File: src/rtl/spi_upcounter_pkg.sv
// Shared types and constants for the SPI up-counter command receiver.
// Frame layout: CMD, DATA_HI, DATA_LO, MSB first.
package spi_upcounter_pkg;

    typedef enum logic [2:0] {
        IDLE,
        RX_CMD,
        RX_HI,
        RX_LO,
        WAIT_CS
    } rx_state_t;

    localparam logic [3:0] SYNC_NIBBLE = 4'hA;
    localparam logic [3:0] STATUS_TAG  = 4'h5;
    localparam int         FRAME_BITS  = 24;

    function automatic logic [7:0] status_byte(
        input logic clear,
        input logic runstop
    );
        return {STATUS_TAG, 2'b00, clear, runstop};
    endfunction

endpackage

File: src/rtl/spi_sync_edge.sv
// Multi-flop pin synchronizer with rise/fall detection on the synced value.
// Edges compare the synced value against its one-cycle-delayed copy.
module spi_sync_edge #(
    parameter int STAGES = 2
) (
    input  logic clk,
    input  logic reset,
    input  logic i_async,
    output logic o_sync,
    output logic o_rise,
    output logic o_fall
);

    logic [STAGES-1:0] pipe;
    logic              prev;

    always_ff @(posedge clk or negedge reset) begin
        if (!reset) begin
            pipe <= '0;
            prev <= 1'b0;
        end else begin
            pipe <= {pipe[STAGES-2:0], i_async};
            prev <= pipe[STAGES-1];
        end
    end

    assign o_sync = pipe[STAGES-1];
    assign o_rise = o_sync & ~prev;
    assign o_fall = ~o_sync & prev;

endmodule

File: src/rtl/spi_upcounter_slave_rx.sv
// SPI mode-0 slave receiving 3-byte run/stop/clear/count command frames.
// Returns a status byte on MISO during the command byte.
module spi_upcounter_slave_rx
    import spi_upcounter_pkg::*;
#(
    parameter int SYNC_STAGES = 2,
    parameter int DATA_W      = 14
) (
    input  logic              clk,
    input  logic              reset,
    input  logic              i_sclk,
    input  logic              i_mosi,
    input  logic              i_cs_n,
    output logic              o_miso,
    output logic              o_runstop,
    output logic              o_clear,
    output logic [DATA_W-1:0] o_count,
    output logic              o_frame_valid,
    output logic              o_frame_err
);

    localparam logic [4:0] LAST_BIT = 5'(FRAME_BITS - 1);

    logic sclk_sync, sclk_rise, sclk_fall;
    logic mosi_sync, mosi_rise, mosi_fall;
    logic cs_sync, cs_rise, cs_fall;

    spi_sync_edge #(.STAGES(SYNC_STAGES)) u_sclk (
        .clk(clk), .reset(reset), .i_async(i_sclk),
        .o_sync(sclk_sync), .o_rise(sclk_rise), .o_fall(sclk_fall)
    );

    spi_sync_edge #(.STAGES(SYNC_STAGES)) u_mosi (
        .clk(clk), .reset(reset), .i_async(i_mosi),
        .o_sync(mosi_sync), .o_rise(mosi_rise), .o_fall(mosi_fall)
    );

    spi_sync_edge #(.STAGES(SYNC_STAGES)) u_cs (
        .clk(clk), .reset(reset), .i_async(i_cs_n),
        .o_sync(cs_sync), .o_rise(cs_rise), .o_fall(cs_fall)
    );

    rx_state_t   state, state_n;
    logic [4:0]  bit_cnt;
    logic [23:0] rx_shift;
    logic [23:0] rx_next;
    logic [7:0]  tx_shift;
    logic [7:0]  status;
    logic [15:0] data16;
    logic        start, sample, commit, reject;
    logic        unused_bits;

    assign rx_next = {rx_shift[22:0], mosi_sync};
    assign data16  = rx_next[15:0];
    assign status  = status_byte(o_clear, o_runstop);
    assign start   = cs_fall && (state == IDLE || state == WAIT_CS);

    // Only the edge/level outputs that the protocol needs are consumed.
    assign unused_bits = ^{sclk_sync, mosi_rise, mosi_fall,
                           rx_shift[23], rx_next[19:18]};

    always_ff @(posedge clk or negedge reset) begin
        if (!reset) state <= IDLE;
        else        state <= state_n;
    end

    always_comb begin
        state_n = state;
        sample  = 1'b0;
        commit  = 1'b0;
        reject  = 1'b0;
        unique case (state)
            IDLE: begin
                if (cs_fall) state_n = RX_CMD;
            end
            RX_CMD, RX_HI: begin
                if (cs_rise) begin
                    state_n = IDLE;
                    reject  = 1'b1;
                end else if (sclk_rise && !cs_sync) begin
                    sample = 1'b1;
                    if (state == RX_CMD && bit_cnt == 5'd7)
                        state_n = RX_HI;
                    else if (state == RX_HI && bit_cnt == 5'd15)
                        state_n = RX_LO;
                end
            end
            RX_LO: begin
                if (cs_rise) begin
                    state_n = IDLE;
                    reject  = 1'b1;
                end else if (sclk_rise && !cs_sync) begin
                    sample = 1'b1;
                    if (bit_cnt == LAST_BIT) begin
                        state_n = WAIT_CS;
                        if (rx_next[23:20] == SYNC_NIBBLE) commit = 1'b1;
                        else                               reject = 1'b1;
                    end
                end
            end
            WAIT_CS: begin
                if (cs_rise)      state_n = IDLE;
                else if (cs_fall) state_n = RX_CMD;
            end
            default: state_n = IDLE;
        endcase
    end

    always_ff @(posedge clk or negedge reset) begin
        if (!reset) begin
            bit_cnt       <= '0;
            rx_shift      <= '0;
            tx_shift      <= '0;
            o_miso        <= 1'b0;
            o_runstop     <= 1'b0;
            o_clear       <= 1'b0;
            o_count       <= '0;
            o_frame_valid <= 1'b0;
            o_frame_err   <= 1'b0;
        end else begin
            o_frame_valid <= commit;
            o_frame_err   <= reject;
            if (start) begin
                bit_cnt  <= '0;
                rx_shift <= '0;
            end else if (sample) begin
                bit_cnt  <= bit_cnt + 5'd1;
                rx_shift <= rx_next;
            end
            // Status snapshot is taken at the frame start; zeros follow it.
            if (start) begin
                o_miso   <= status[7];
                tx_shift <= {status[6:0], 1'b0};
            end else if (cs_rise) begin
                o_miso   <= 1'b0;
                tx_shift <= '0;
            end else if (sclk_fall && state != IDLE) begin
                o_miso   <= tx_shift[7];
                tx_shift <= {tx_shift[6:0], 1'b0};
            end
            if (commit) begin
                o_runstop <= rx_next[16];
                o_clear   <= rx_next[17];
                o_count   <= data16[DATA_W-1:0];
            end
        end
    end

endmodule

File: config.mk
export PLATFORM = sky130hd
export DESIGN_NAME = spi_upcounter_slave_rx
export DESIGN_NICKNAME = d
export VERILOG_FILES = /design/src/rtl/spi_upcounter_pkg.sv /design/src/rtl/spi_sync_edge.sv /design/src/rtl/spi_upcounter_slave_rx.sv
export SDC_FILE = /design/constraint.sdc
export NUM_CORES = 1
export LEC_CHECK = 0
export BUFFER_PORTS_ARGS = -buffer_cell sky130_fd_sc_hd__clkbuf_2
export CORE_MARGIN = 10
export CORE_UTILIZATION = 55
export CTS_BUF_LIST = sky130_fd_sc_hd__clkbuf_16
export DETAILED_ROUTE_END_ITERATION = 12
export PLACE_DENSITY_LB_ADDON = 0.08
export SYNTH_ARGS = -nofsm -noshare
export SYNTH_HDL_FRONTEND = slang
export SYNTH_SLANG_ARGS = --single-unit
File: constraint.sdc
create_clock -name clk -period 5.85 [get_ports clk]
set_input_delay 0.8775 -clock clk [delete_from_list [all_inputs] [get_ports clk]]
set_output_delay 0.8775 -clock clk [all_outputs]
set_load 0.01 [all_outputs]
# Word-level counts from Yosys, hierarchy flattened
# Cells that the tools add are included.
# W data, S select, Z words.
[word_totals]
inputBits = 5
register_bits = 66
output_inout_bits = 19
elab_cells = 84
[op_classes]
eq_ne = 12
add_sub_neg = 1
bitwise_logic = 8
reduce_logical = 14
n_mux = 34
[ops]
columns = ["cell", "n"]
rows = [
  ["$mux W23", 2],
  ["$mux W3", 9],
  ["$mux W8", 3],
  ["$mux W1", 16],
  ["$pmux W3 S4", 1],
  ["$mux W5", 2],
  ["$ne A3 B3 Y1 const B", 3],
  ["$eq A3 B2 Y1 const B", 2],
  ["$reduce_bool A3 Y1", 2],
  ["$add A5 B1 Y5 const B", 1],
  ["$eq A5 B3 Y1 const B", 1],
  ["$eq A5 B4 Y1 const B", 1],
  ["$eq A5 B5 Y1 const B", 1],
  ["$logic_and A1 B1 Y1", 5],
  ["$and A1 B1 Y1", 4],
  ["$eq A4 B4 Y1 const B", 1],
  ["$ne A4 B4 Y1 const B", 1],
  ["$not A1 Y1", 4],
  ["$reduce_and A4 Y1", 1],
  ["$eq A3 B1 Y1 const B", 1],
  ["$eq A3 B3 Y1 const B", 1],
  ["$logic_not A3 Y1", 1],
  ["$reduce_or A3 Y1", 1],
  ["$pmux W1 S2", 1],
  ["4 further kinds", 4],
]

# Depth between registers and ports, before layout
[logic_depth]
ltp_word = 8
mapped_depth = 6
mapped_depth_nobuf = 5

# Modules after synthesis
# From an unflattened synthesis, not the netlist that was laid out.
[unflattened]
cells_unflattened = 245
hier_area_um2 = 2753.9
[modules_own_cells]
columns = ["mod", "cells_per_inst", "area_per_inst_um2", "seq_area_each_um2", "n_inst"]
rows = [
  ["spi_upcounter_slave_rx", 230, 2483.6, 1426.4, 1],
  ["spi_sync_edge", 5, 90.1, 75.1, 3],
]

# Worst setup path before layout
# No wires, ideal clock.
[synth_timing]
path_kind = "register -> register"
startpoint = "register u_cs.pipe[1]"
endpoint = "register o_count[10]"
period_less_slack_ns = 2.002
required_ns = 5.725
setup_time_ns = 0.125
path_stages_with_launch = 6
path_buffers = 2
setup_slack_ns = 3.848
arrival_ns = 1.877
cell_sequence = "dfrtp_1 or3b_1 buf_2 nor4_4 buf_8 mux2_4"
[synth_between]
elab_chain_cells = 5
word_cells_on_any_way = 6
classes_between = "mux (3); bitwise (1); reduce/logical (2)"
[synth_rtl]
columns = ["element", "line", "source"]
rows = [
  ["from (decl)", "spi_sync_edge.sv:14", "logic [STAGES-1:0] pipe;"],
  ["from (signal assigned)", "spi_sync_edge.sv:22", "pipe <= {pipe[STAGES-2:0], i_async};"],
  ["$logic_not A1 Y1", "spi_upcounter_slave_rx.sv:92", "end else if (sclk_rise && !cs_sync) begin"],
  ["$logic_and A1 B1 Y1", "spi_upcounter_slave_rx.sv:92", ""],
  ["$mux W1", "spi_upcounter_slave_rx.sv:92", ""],
  ["$mux W1 (*)", "spi_upcounter_slave_rx.sv:89", "if (cs_rise) begin"],
  ["$mux W1 (*)", "spi_upcounter_slave_rx.sv:72", "unique case (state)"],
  ["to (signal assigned)", "spi_upcounter_slave_rx.sv:144", "o_count <= data16[DATA_W-1:0];"],
  ["to (decl)", "spi_upcounter_slave_rx.sv:17", "output logic [DATA_W-1:0] o_count,"],
]
# Mark *: on every way between the ends. The rest lies on a longest branch, timed or not.
# A chain may end at the register's enable or synchronous reset.

# Worst setup path after layout
[layout_timing]
startpoint = "register u_cs.pipe[1]"
endpoint = "register o_count[13]"
# The elaborated chain is that of the path after synthesis.

==> flow_results.xml <==
<?xml version="1.0" encoding="UTF-8"?>
<metrics>
  <group name="setup_path">
    <metric name="crit_path_max_incr_delay" unit="ns">0.53</metric>
    <metric name="critical_path.top_delay_family" unit="">simple AND/OR/NAND/NOR gates</metric>
    <metric name="worstReg2RegEnd" unit="">o_count[13]</metric>
    <metric name="cp.buffers_inverters" unit="">1</metric>
    <metric name="worst-path-stages" unit="">4</metric>
    <metric name="cp_max_fo" unit="">16</metric>
    <metric name="critPathLaunchType" unit="">flop</metric>
    <metric name="timing.critical_path.arrival" unit="ns">2.26</metric>
    <metric name="setup.worst_path.end_class" unit="">flop</metric>
    <metric name="timing.reg2reg.setup_slack" unit="ns">3.79</metric>
    <metric name="crit_type" unit="">reg -&gt; reg</metric>
    <metric name="critical_path_required" unit="ns">6.05</metric>
    <metric name="r2r.worst_path.cells" unit="">4</metric>
    <metric name="crit_path_cell_trace" unit="">or3b_1 -&gt; nor4_4 -&gt; buf_4 -&gt; mux2_2</metric>
    <metric name="cpMaxStageDelayCell" unit="">sky130_fd_sc_hd__or3b_1</metric>
    <metric name="worstReg2RegStart" unit="">u_cs.pipe[1]</metric>
  </group>
  <group name="final_layout">
    <metric name="finish.net_count" unit="">275</metric>
    <metric name="multi_input_comb_area" unit="µm²">1020</metric>
    <metric name="final_core_utilization" unit="%">66.2</metric>
    <metric name="filler_cell_count" unit="">389</metric>
    <metric name="antenna_diode_count" unit="">0</metric>
    <metric name="synthToLayoutAreaGrowth" unit="%">15.1</metric>
    <metric name="regArea" unit="µm²">1630</metric>
    <metric name="drive_above_1_share" unit="%">22.3</metric>
  </group>
  <group name="global_routing">
    <metric name="grt_start_max_net_pins" unit="">66</metric>
    <metric name="grt_antenna_before_repair" unit="">0</metric>
    <metric name="gr-total-overflow" unit="">0</metric>
    <metric name="grt_pass1_vias" unit="">1817</metric>
    <metric name="grt_first_pass_wirelength" unit="µm">8960</metric>
    <metric name="grtUsageTotal" unit="%">13.3</metric>
  </group>
  <group name="cts">
    <metric name="ctsLongestPathBuffers" unit="">2</metric>
    <metric name="cts_buffers" unit="">9</metric>
    <metric name="cts.sinks" unit="">65</metric>
    <metric name="clk_pin_slew" unit="ns">0.05</metric>
    <metric name="cts_htree_levels" unit="">3</metric>
    <metric name="cts_post_setup_buffers_inserted" unit="">0</metric>
    <metric name="cts-resized-gates" unit="">0</metric>
    <metric name="ctsRootBufferMaster" unit="">sky130_fd_sc_hd__clkbuf_16</metric>
    <metric name="tritoncts" unit="">built</metric>
    <metric name="insertion_delay" unit="ns">0.32</metric>
    <metric name="number_of_hold_buffers_added_after_cts" unit="">0</metric>
  </group>
  <group name="synth">
    <metric name="yosys-mux-area-fraction" unit="%">9.36</metric>
    <metric name="synth-seq-area-share" unit="%">59.1</metric>
    <metric name="synth_top_area_share" unit="%">59.1</metric>
    <metric name="compound_gate_fraction_of_synth_area" unit="%">8.82</metric>
    <metric name="postSynthCellCount" unit="">248</metric>
    <metric name="yosys-top-cells-count" unit="">sky130_fd_sc_hd__dfrtp_1 (65), sky130_fd_sc_hd__nand2_1 (32), sky130_fd_sc_hd__nand3_1 (29)</metric>
    <metric name="synth-adder-area-share" unit="%">0.909</metric>
    <metric name="yosysMostFrequentCell" unit="">sky130_fd_sc_hd__dfrtp_1</metric>
    <metric name="synth_ff_type" unit="">sky130_fd_sc_hd__dfrtp_1</metric>
    <metric name="synth_edf_count" unit="">0</metric>
    <metric name="syn_avg_cell_area" unit="µm²">11.1</metric>
    <metric name="ys_ff_latch" unit="">65</metric>
    <metric name="post_synth_and_or_nand_nor_area_fraction" unit="%">17.5</metric>
    <metric name="synthTopCellsByArea" unit="">sky130_fd_sc_hd__dfrtp_1 (59%), sky130_fd_sc_hd__nand3_1 (5.3%), sky130_fd_sc_hd__o21ai_0 (4.7%)</metric>
    <metric name="asyncSetResetFlopFracSynth" unit="%">100</metric>
    <metric name="yosysTopAreaCell" unit="">sky130_fd_sc_hd__dfrtp_1</metric>
    <metric name="synth-xor-area-share" unit="%">0.318</metric>
    <metric name="synth_cell_types" unit="">38</metric>
    <metric name="synth_top_family_by_area" unit="">simple AND/OR/NAND/NOR gates</metric>
    <metric name="synth.net_count" unit="">255</metric>
    <metric name="post_synth_instance_area" unit="µm²">2750</metric>
    <metric name="synthesis.yosys.warnings" unit="">0</metric>
  </group>
  <group name="sta">
    <metric name="final.setup_skew" unit="ns">0.00423</metric>
    <metric name="final-max-slew-violation-count" unit="">0</metric>
    <metric name="fin_crit" unit="ns">2.06</metric>
    <metric name="fin_crit_sh" unit="%">35.1</metric>
    <metric name="tightest_pin_transition" unit="ns">0.785</metric>
    <metric name="max_freq" unit="GHz">0.487</metric>
    <metric name="timing.setup.tns" unit="ns">0</metric>
    <metric name="final-hold-violation-count" unit="">0</metric>
    <metric name="setup_viol" unit="">0</metric>
    <metric name="slew_headroom" unit="%">47.6</metric>
    <metric name="grt_setup_unrepaired" unit="">false</metric>
  </group>
  <group name="min_path">
    <metric name="timing.hold.worst_endpoint" unit="">u_sclk.pipe[1]</metric>
    <metric name="whs_path_depth" unit="">0</metric>
    <metric name="timing.hold.worst.start" unit="">u_sclk.pipe[0]</metric>
    <metric name="hold_path_class" unit="">reg -&gt; reg</metric>
  </group>
  <group name="pwr">
    <metric name="vdd_ir_drop_max" unit="µV">216</metric>
    <metric name="power_per_cell_area" unit="nW/µm²">317</metric>
    <metric name="static-leakage-power" unit="µW">0.00148</metric>
  </group>
  <group name="place">
    <metric name="hpwl_after_dpl" unit="µm">3220</metric>
    <metric name="gp_congestion" unit="">0.821</metric>
    <metric name="port-buffer-count" unit="">23</metric>
  </group>
  <group name="floorplanning">
    <metric name="total_die_area" unit="µm²">8230</metric>
    <metric name="ioPinCount" unit="">24</metric>
    <metric name="initial_cell_density_of_the_core" unit="%">57.5</metric>
    <metric name="floorplan.rows" unit="">25</metric>
    <metric name="die-height" unit="µm">90.7</metric>
    <metric name="core" unit="µm²">4790</metric>
    <metric name="die_x" unit="µm">90.7</metric>
  </group>
  <group name="detailed_routing">
    <metric name="remaining_drc_errors" unit="">0</metric>
    <metric name="routed_wirelength" unit="µm">5230</metric>
    <metric name="firstDrtPassIters" unit="">4</metric>
    <metric name="route.detailed.wl_per_inst" unit="µm">15.4</metric>
    <metric name="route.detailed.vias_per_inst" unit="">5.44</metric>
    <metric name="vias" unit="">1850</metric>
    <metric name="count_of_nets_left_with_antenna_violations_after_detail_routing" unit="">0</metric>
    <metric name="dr.first_iter.drc_count" unit="">129</metric>
  </group>
  <group name="status">
    <metric name="status" unit="">completed</metric>
  </group>
  <group name="run">
    <metric name="cap_violations" unit="">0</metric>
  </group>
</metrics>
[cell type report]
| type | count | area share (%) |
|---|---|---|
| clock buffers | 9 | 7.11 |
| multi-input cells | 157 | 32.2 |
| repair buffers | 27 | 4.58 |
| well taps | 67 | 2.65 |
| flip-flops and latches | 65 | 51.3 |
| inverters | 8 | 0.947 |
| clock inverters | 7 | 1.22 |
[logic make-up after synthesis]
group	Yosys count
adders and majority gates	2
buffers and inverters	26
AOI/OAI and AO/OA	42
DFF	65
xor gates and xnor gates	1
and+or+nand+nor	91
muxes	21
[worst register-to-register path, stage by stage (launching register included)]
cell	delay (ns)
sky130_fd_sc_hd__dfrtp_1	0.43
sky130_fd_sc_hd__or3b_1	0.53
sky130_fd_sc_hd__nor4_4	0.28
sky130_fd_sc_hd__buf_4	0.31
sky130_fd_sc_hd__mux2_2	0.38
[worst max path at each step]
stage / startpoint / end / slack (ns)
4_1_cts: u_cs.pipe[1] / o_count[13] / 3.78
3_3_place_gp: u_cs.pipe[1] / o_count[11] / 3.83
2_1_floorplan: u_cs.pipe[1] / o_count[10] / 3.85
6_report: u_cs.pipe[1] / o_count[13] / 3.79
5_1_grt: u_cs.pipe[1] / o_count[0] / 3.69
3_5_place_dp: u_cs.pipe[1] / o_count[13] / 3.79
[through the flow]
step	std cells	hold WS (ns)	power, µW	setup WS [ns]	cell area (µm²)
2_1_floorplan	248	0.331	524	3.85	2750
3_3_place_gp	324	0.334	547	3.83	2910
3_5_place_dp	324	0.335	547	3.79	2910
4_1_cts	340	0.346	1010	3.78	3170
5_1_grt	340	0.354	1040	3.69	3170
6_report	340	0.345	1000	3.79	3170
[report_power, final]
| part | switching, µW | internal (µW) |
|---|---|---|
| Clock | 184 | 281 |
| Combinational | 47.3 | 16.7 |
| Sequential | 11.9 | 464 |
[sequential cells by signal, summed over array words and instances, names as in the netlist]
| name | count |
|---|---|
| o_clear | 1 |
| u_sclk.prev | 1 |
| bit_cnt | 5 |
| rx_shift | 23 |
| o_miso | 1 |
| o_frame_valid | 1 |
| o_count | 14 |
| u_cs.prev | 1 |
| u_sclk.pipe | 2 |
| o_frame_err | 1 |
| tx_shift | 7 |
| u_cs.pipe | 2 |
| state | 3 |
| o_runstop | 1 |
| u_mosi.pipe | 2 |
[layer usage]
metal  wire length, µm  GRT usage (%)  vias up
li1                  -              -      907
met1              2630           18.1      895
met2              2280           18.6       41
met3               243           3.41        7
met4                62           7.16        0
met5                 0              0        -
[cells in the final DEF (no fill, tap or decap), drive strengths merged, types with 4 or more instances in the layout]
cell    instances
a21oi           5
buf             4
clkbuf         32
clkinv          4
dfrtp          65
inv             9
mux2           14
mux2i           7
nand2          32
nand3          29
nor3            4
o21ai          26
or3             4
Power figures use the tool's default switching activity.
